File: src/rtl/divmod_iter.sv
// divmod_iter: iterative restoring divider, signed/unsigned per op; define DIVMOD_ITER_EARLY_OUT_EN to skip leading zero bits of |a|
module divmod_iter #(
  parameter int WIDTH = 16
) (
  input  logic             clk,
  input  logic             rst_n,
  input  logic             in_valid,
  output logic             in_ready,
  input  logic             is_signed,
  input  logic [WIDTH-1:0] a,
  input  logic [WIDTH-1:0] b,
  output logic             out_valid,
  input  logic             out_ready,
  output logic             error,
  output logic [WIDTH-1:0] quo,
  output logic [WIDTH-1:0] rem
);
  localparam int CW = $clog2(WIDTH);
  typedef enum logic [1:0] {IDLE, CALC, DONE} state_t;
  state_t           r_state, w_state_nxt;
  logic [CW-1:0]    r_cnt, w_cnt_init;
  logic [WIDTH-1:0] r_q, r_b, r_quo, r_rem;
  logic [WIDTH-1:0] w_abs_a, w_abs_b, w_q_init, w_q_nxt, w_quo_fix, w_rem_fix;
  logic [WIDTH:0]   r_r, w_r_nxt;
  logic [WIDTH+1:0] w_sh, w_trial;
  logic             r_neg_q, r_neg_r, r_err, w_acc, w_short;
  assign in_ready  = r_state == IDLE;
  assign out_valid = r_state == DONE;
  assign error     = r_err;
  assign quo       = r_quo;
  assign rem       = r_rem;
  assign w_acc     = in_valid && in_ready;
  assign w_abs_a   = (is_signed && a[WIDTH-1]) ? -a : a;
  assign w_abs_b   = (is_signed && b[WIDTH-1]) ? -b : b;
  assign w_sh      = {r_r, r_q[WIDTH-1]};
  assign w_trial   = w_sh - {2'b00, r_b};
  assign w_r_nxt   = w_trial[WIDTH+1] ? w_sh[WIDTH:0] : w_trial[WIDTH:0];
  assign w_q_nxt   = {r_q[WIDTH-2:0], ~w_trial[WIDTH+1]};
  assign w_quo_fix = r_neg_q ? -w_q_nxt : w_q_nxt;
  assign w_rem_fix = r_neg_r ? -w_r_nxt[WIDTH-1:0] : w_r_nxt[WIDTH-1:0];
`ifdef DIVMOD_ITER_EARLY_OUT_EN
  // priority encoder: index of the highest set bit of |a|
  always_comb begin
    w_cnt_init = '0;
    for (int i = 0; i < WIDTH; i++) if (w_abs_a[i]) w_cnt_init = CW'(i);
  end
  assign w_q_init = w_abs_a << (CW'(WIDTH - 1) - w_cnt_init);
  assign w_short  = (b == '0) || (w_abs_a == '0);
`else
  assign w_cnt_init = CW'(WIDTH - 1);
  assign w_q_init   = w_abs_a;
  assign w_short    = b == '0;
`endif
  // next-state: divide-by-zero (and zero dividend with early-out) bypass CALC
  always_comb begin
    w_state_nxt = r_state;
    w_state_nxt = (r_state == IDLE) ? (w_acc ? (w_short ? DONE : CALC) : IDLE) :
                  (r_state == CALC) ? ((r_cnt == '0) ? DONE : CALC) :
                  (out_ready ? IDLE : DONE);
  end
  // state register
  always_ff @(posedge clk or negedge rst_n) begin
    if (!rst_n) r_state <= IDLE;
    else        r_state <= w_state_nxt;
  end
  // datapath: latch magnitudes at accept, one quotient bit per CALC cycle, sign fix-up on the last
  always_ff @(posedge clk or negedge rst_n) begin
    if (!rst_n) begin
      r_cnt   <= '0;
      r_q     <= '0;
      r_b     <= '0;
      r_r     <= '0;
      r_neg_q <= 1'b0;
      r_neg_r <= 1'b0;
      r_err   <= 1'b0;
      r_quo   <= '0;
      r_rem   <= '0;
    end else if (w_acc) begin
      r_neg_q <= is_signed && (a[WIDTH-1] ^ b[WIDTH-1]);
      r_neg_r <= is_signed && a[WIDTH-1];
      r_b     <= w_abs_b;
      r_q     <= w_q_init;
      r_r     <= '0;
      r_cnt   <= w_cnt_init;
      if (w_short) begin
        r_err <= b == '0;
        r_quo <= (b == '0) ? '1 : '0;
        r_rem <= (b == '0) ? a : '0;
      end
    end else if (r_state == CALC) begin
      r_q   <= w_q_nxt;
      r_r   <= w_r_nxt;
      r_cnt <= r_cnt - CW'(1);
      if (r_cnt == '0) begin
        r_err <= 1'b0;
        r_quo <= w_quo_fix;
        r_rem <= w_rem_fix;
      end
    end
  end
endmodule

File: config.mk
export PLATFORM = sky130hd
export DESIGN_NAME = divmod_iter
export DESIGN_NICKNAME = d
export VERILOG_FILES = /design/src/rtl/divmod_iter.sv
export SDC_FILE = /design/constraint.sdc
export NUM_CORES = 1
export LEC_CHECK = 0
export CAP_MARGIN = 0
export CELL_PAD_IN_SITES_DETAIL_PLACEMENT = 1
export CELL_PAD_IN_SITES_GLOBAL_PLACEMENT = 2
export CORE_AREA = 2 2 127 141
export CTS_BUF_LIST = sky130_fd_sc_hd__clkbuf_16
export CTS_CLUSTER_DIAMETER = 60
export DETAILED_ROUTE_END_ITERATION = 12
export DIE_AREA = 0 0 129 143
export HOLD_SLACK_MARGIN = 0.03
export PLACE_DENSITY = 0.84
export SLEW_MARGIN = 20
export SYNTH_ARGS = -nofsm -noshare
export SYNTH_HDL_FRONTEND = slang
export SYNTH_SLANG_ARGS = --single-unit
File: constraint.sdc
create_clock -name clk -period 6 [get_ports clk]
set_input_delay 0.9 -clock clk [delete_from_list [all_inputs] [get_ports clk]]
set_output_delay 0.9 -clock clk [all_outputs]
set_load 0.05 [all_outputs]
==> impl_metrics.tcl, run 1 <==
set metrics [dict create \
    start_util_pct 36.4 \
    synth_compound_area_share_pct 21.8 \
    synth_edf_count 0 \
    drive_gt1_share_pct 5.23 \
    slew_violations 0 \
    slew_headroom_pct 36.2 \
    fp.coreArea_um2 17000 \
    via_per_inst 5.58 \
    required_ps 6200 \
    hold_buffers 0 \
    grt_max_degree 94 \
    synth.cell_area_um2 6170 \
    fin_crit_sh_pct 74.6 \
    cts_tree "yes" \
    antenna_cells 0 \
    yosys.area_share.simple_pct 20.7 \
    nets 857 \
    yosys_register_bits 90 \
    fillers 2033 \
    synth_top_area_share_pct 36.5 \
    ios 72 \
    drt_wl_total_um 20200 \
    syn-num-nets 803 \
    synthTopCellsByArea "dfrtp_1 37%, nand2_1 6.2%, o21ai_0 5.6%, xor2_1 4.8%, ha_1 4.3%" \
    post_cts_buffers 0 \
    routedWlPerCell_um 19.5 \
    arrival_ps 4680 \
    die_height_um 143 \
    die_w_um 129 \
    dr.pass1.iters 4 \
    finalHoldViolCount 0 \
    muxShareOfSynthArea_pct 3.86 \
    fin_tns_setup_ps 0 \
    ys.flop_type "dfrtp_1" \
    r2r_cells 14 \
    grt.total_usage_pct 23.1 \
    synthXorXnorAreaFrac_pct 8.38 \
    yosys.area_share.adder_pct 4.59 \
    first_iter_violations 284 \
    rsz0062_at_grt "no" \
    syn_inst 744 \
    worstMarginPinSlew_ps 957 \
    setup_viol_count_final 0 \
    htreeDepth 3 \
    fmax_mhz 223 \
    cts_sinks 90 \
    grt_pass1_wl_um 33200 \
    yosysSeqAreaShare_pct 36.5 \
    cts_resized 0 \
    antenna_found_initial 0 \
    crit_path_start_kind "flop" \
    syn2layout_area_growth_pct 20.1 \
    synth_top_family_by_area "compound AO/OA/AOI/OAI gates" \
    hpwl_um 15300 \
    setup.worst_path.end_class "flop" \
    grt_pass1_vias 6188 \
    cts.clk_slew.worst_paths_ps 70 \
    period_needed_ps 4470 \
    fin_skew_ps 7.98 \
    layout_commonest_cell "nand2_1" \
    hp-class "flop to flop" \
    worst-path-max-fanout 13 \
    synth_top_area_cell "dfrtp_1" \
    synth_cell_types 60 \
    dieArea_um2 18400 \
    globalplace.congestion 0.828 \
    clock_latency_ps 350 \
    cts_buffers 9 \
    ant_nets 0 \
    cts_max_path_buffers 2 \
    io_buffers 71 \
    critPathKind "flop to flop" \
    yosys_warnings 0 \
    final_cell_mix "101 x nand2_1, 90 x dfrtp_1, 70 x clkdlybuf4s50_1" \
    status "complete, no violations" \
    grt_overflow 0 \
    vias 5788 \
    ctsRootBufferMaster "clkbuf_16" \
    hold_depth 2 \
    max-cap-violations 0 \
    syn_avg_cell_area_um2 8.29 \
    rows 50 \
    async_reset_ff_share_pct 100 \
    drc 0 \
]
-- per-stage QoR --
stage / utilization (%) / worst slack [ps] / hold WS [ps] / instances / area (µm²)
after floorplan: - / 2340 / 450 / 744 / 6170
after global placement: 41.8 / 1650 / 469 / 1021 / 7090
after detailed placement: 41.8 / 1500 / 476 / 1021 / 7090
after CTS: 43.7 / 1520 / 491 / 1037 / 7400
after global routing: 43.7 / 1200 / 513 / 1037 / 7400
final: 43.7 / 1530 / 491 / 1037 / 7400
-- synthesized netlist by cell type, types with 3 or more instances --
cell type / number
o21ai_1: 5
nor3b_1: 3
nand3_1: 34
or4_1: 8
nor2_1: 59
clkbuf_1: 31
o41ai_1: 9
nor3_1: 15
a21o_1: 7
nand2_1: 102
a21oi_1: 42
nand2b_1: 6
mux2i_1: 17
o211ai_1: 10
and3_1: 7
o21ai_0: 69
inv_1: 33
buf_1: 3
xor2_1: 34
a211oi_1: 7
ha_1: 21
and2_1: 7
or3_1: 9
nor4_1: 4
mux2_2: 6
a31oi_1: 22
dfrtp_1: 90
a211oi_2: 3
o31ai_1: 16
xnor2_1: 25
nand4_1: 3
nor2b_1: 4
-- final cells by class --
| cell class | count | area [µm²] | share of cell area [%] |
|---|---|---|---|
| Sequential cell | 90 | 2250 | 30.4 |
| Clock inverter | 7 | 86.3 | 1.17 |
| Clock buffer | 9 | 225 | 3.04 |
| Timing Repair Buffer | 79 | 768 | 10.4 |
| Tap cell | 234 | 293 | 3.95 |
| Multi-Input combinational cell | 585 | 3650 | 49.4 |
| Inverter | 33 | 124 | 1.67 |
-- worst max-delay path, stage by stage (launching register included) --
cell       delay, ps
dfrtp_1          440
ha_1             300
nor2b_1          260
o2111ai_1        220
a21boi_1         380
a211oi_1         190
o211ai_2         260
nand2_1          330
buf_4            320
o21ai_0          360
ha_1             350
inv_1            110
o41ai_1          530
xor2_1           210
o21ai_1           70
-- flip-flops by register name, indices dropped and copies added (netlist names), 2 cells and up --
signal	count
quo	16
r_b	16
r_cnt	4
r_q	16
r_r	17
r_state	2
rem	16
-- routing by layer --
metal / up-vias / track usage, % / wire [µm]
li1: 2769 / - / -
met3: 29 / 2.74 / 585
met1: 2890 / 29.1 / 8770
met5: - / 0 / 0
met2: 100 / 40.2 / 10300
met4: 0 / 8.98 / 584
-- path summary, 6_finish.rpt --
check                           to  slack, ps  startpoint
max in group asynchronous   r_r[0]       4360       rst_n
min in group asynchronous  quo[11]        500       rst_n
setup / recovery           rem[14]       1530      r_r[0]
hold / removal              r_b[2]        490      r_b[2]
setup reg to reg           rem[14]       1530      r_r[0]
hold reg to reg             r_b[2]        490      r_b[2]
-- kinds of logic after synthesis --
| group | after synthesis |
|---|---|
| DFF | 90 |
| buffers and inverters | 69 |
| AOI/OAI and AO/OA | 210 |
| xor gates and xnor gates | 59 |
| and+or+nand+nor | 271 |
| muxes | 23 |
| adders and majority gates | 22 |
Power of run 1 is not shown: default switching activity piles up to over one toggle a cycle in this logic, so the estimate is an artifact.
==> inputs of run 2 (changes only) <==
Settings changed: CORE_AREA 2 2 127 141 to 2 2 138 153, DIE_AREA 0 0 129 143 to 0 0 140 155, PLACE_DENSITY 0.84 to 0.76.
Clock period 6 ns to 4 ns, I/O delays scaled along.
==> impl_metrics.tcl, run 2 (synthesized netlist as in run 1, its figures left out) <==
set metrics [dict create \
    syn2layout_area_growth_pct 22.5 \
    top_register "r_r" \
    antenna_cells 0 \
    fmax_mhz 264 \
    drt_wl_total_um 21200 \
    grt_pass1_wl_um 34700 \
    post_cts_buffers 0 \
    period_needed_ps 3780 \
    routedWlPerCell_um 19.7 \
    die_height_um 155 \
    fin_crit_sh_pct 94.6 \
    max-cap-violations 0 \
    slew_violations 0 \
    start_util_pct 30.4 \
    drive_gt1_share_pct 7.80 \
    via_per_inst 5.47 \
    nets 874 \
    critPathKind "flop to flop" \
    cts_tree "yes" \
    die_w_um 140 \
    required_ps 4220 \
    fin_tns_setup_ps 0 \
    slew_headroom_pct 34.2 \
    finalHoldViolCount 0 \
    worstPathBufferInverterCount 2 \
    grt.total_usage_pct 20.3 \
    antenna_found_initial 0 \
    pre_cts_slack_ps 161 \
    setup_viol_count_final 0 \
    hpwl_um 16100 \
    rows 55 \
    largest_reg_flops 17 \
    slowest_stage "fa_1" \
    cts_max_path_buffers 2 \
    globalplace.congestion 0.819 \
    status "complete, no violations" \
    grt_pass1_vias 6193 \
    ant_nets 0 \
    path_delay_family "compound AO/OA/AOI/OAI gates" \
    cts.clk_slew.worst_paths_ps 80 \
    grt_max_degree 65 \
    dr.pass1.iters 7 \
    fin_ws_ps 217 \
    dieArea_um2 21700 \
    cp_cell_sequence "inv_1 -> ha_1 -> inv_1 -> fa_1 -> a211oi_4 -> nor2_1 -> xor2_1 -> a2111oi_4 -> nand4_1 -> or3_4 -> o31a_1 -> o41ai_2 -> xnor2_1 -> o21ai_2" \
    hold_buffers 0 \
    arrival_ps 4000 \
    io_buffers 71 \
    hold_slack_ps 342 \
    first_iter_violations 285 \
    grt_overflow 0 \
    crit_path_start_kind "flop" \
    worstMarginPinSlew_ps 983 \
    drc 0 \
    ctsRootBufferMaster "clkbuf_16" \
    layout_commonest_cell "nand2_1" \
    worst-path-max-fanout 4 \
    ios 72 \
    setup.worst_path.end_class "flop" \
    critPathMaxStageDelay_ps 430 \
    fin_skew_ps 10.4 \
    cp_common_cell "inv_1" \
    hp-class "input pin to asynchronous set/reset pin" \
    cts_sinks 90 \
    final_cell_mix "101 x nand2_1, 90 x dfrtp_1, 70 x clkdlybuf4s50_1" \
    fp.coreArea_um2 20300 \
    htreeDepth 3 \
    cts_resized 0 \
    vias 5884 \
    clock_latency_ps 360 \
    cts_buffers 9 \
    rsz0062_at_grt "yes" \
]
## run 2: cell count changes in the layout (fill, tap and decap cells not counted)
| cell | previous run | this run |
|---|---|---|
| o41ai_2 | 1 | 2 |
| clkinv_4 | 0 | 1 |
| bufinv_16 | 2 | 0 |
| o41ai_1 | 9 | 8 |
| inv_6 | 0 | 2 |
| clkinv_2 | 0 | 1 |
| a211oi_1 | 7 | 6 |
| inv_1 | 35 | 33 |
| clkinvlp_4 | 2 | 1 |
| a211oi_4 | 0 | 1 |
| inv_8 | 0 | 2 |
| clkinv_1 | 1 | 0 |
| buf_4 | 9 | 26 |
## run 2: layout make-up
type	count	area, µm²
fillers	2371	12700
multi-input cells	585	3670
flip-flops and latches	90	2250
repair buffers	96	896
well taps	256	320
clock buffers	9	225
inverters	33	124
clock inverters	7	61.3
## run 2: final timing paths
kind	to	start	depth (start not counted)	slack, ps
worst max-delay path	rem[15]	r_q[15]	14	220
worst min-delay path	r_r[16]	rst_n	1	340
worst max register to register	rem[15]	r_q[15]	14	220
worst min register to register	r_b[4]	r_b[4]	2	480
max in group asynchronous	quo[15]	rst_n	2	2760
min in group clk	r_b[4]	r_b[4]	2	480
## run 2: per-stage QoR
stage          std cells  instance area (µm²)  util [%]
2_1_floorplan        744                 6170         -
3_3_place_gp        1060                 7250      35.7
3_5_place_dp        1060                 7250      35.7
4_1_cts             1076                 7530      37.1
5_1_grt             1076                 7550      37.2
6_report            1076                 7550      37.2
## run 2: routing by layer
| layer | share of wire, % | GRT usage (%) | routed length (µm) |
|---|---|---|---|
| met5 | 0 | 0 | 0 |
| met4 | 2.9 | 7.46 | 611 |
| met3 | 2.8 | 2.99 | 602 |
| met2 | 49 | 35.1 | 10400 |
| met1 | 45 | 25.8 | 9540 |
## run 2: worst reg2reg max path: cells and delay by family, from the launching register on
family / cells / cell delay (ps)
AO/OA/AOI/OAI: 5 / 1480
AND/OR/NAND/NOR: 3 / 640
flip-flops: 1 / 410
buffers and inverters: 2 / 130
adder cells (fa/ha/maj): 2 / 590
XOR/XNOR: 2 / 390
Power of run 2 is left out for the same reason.
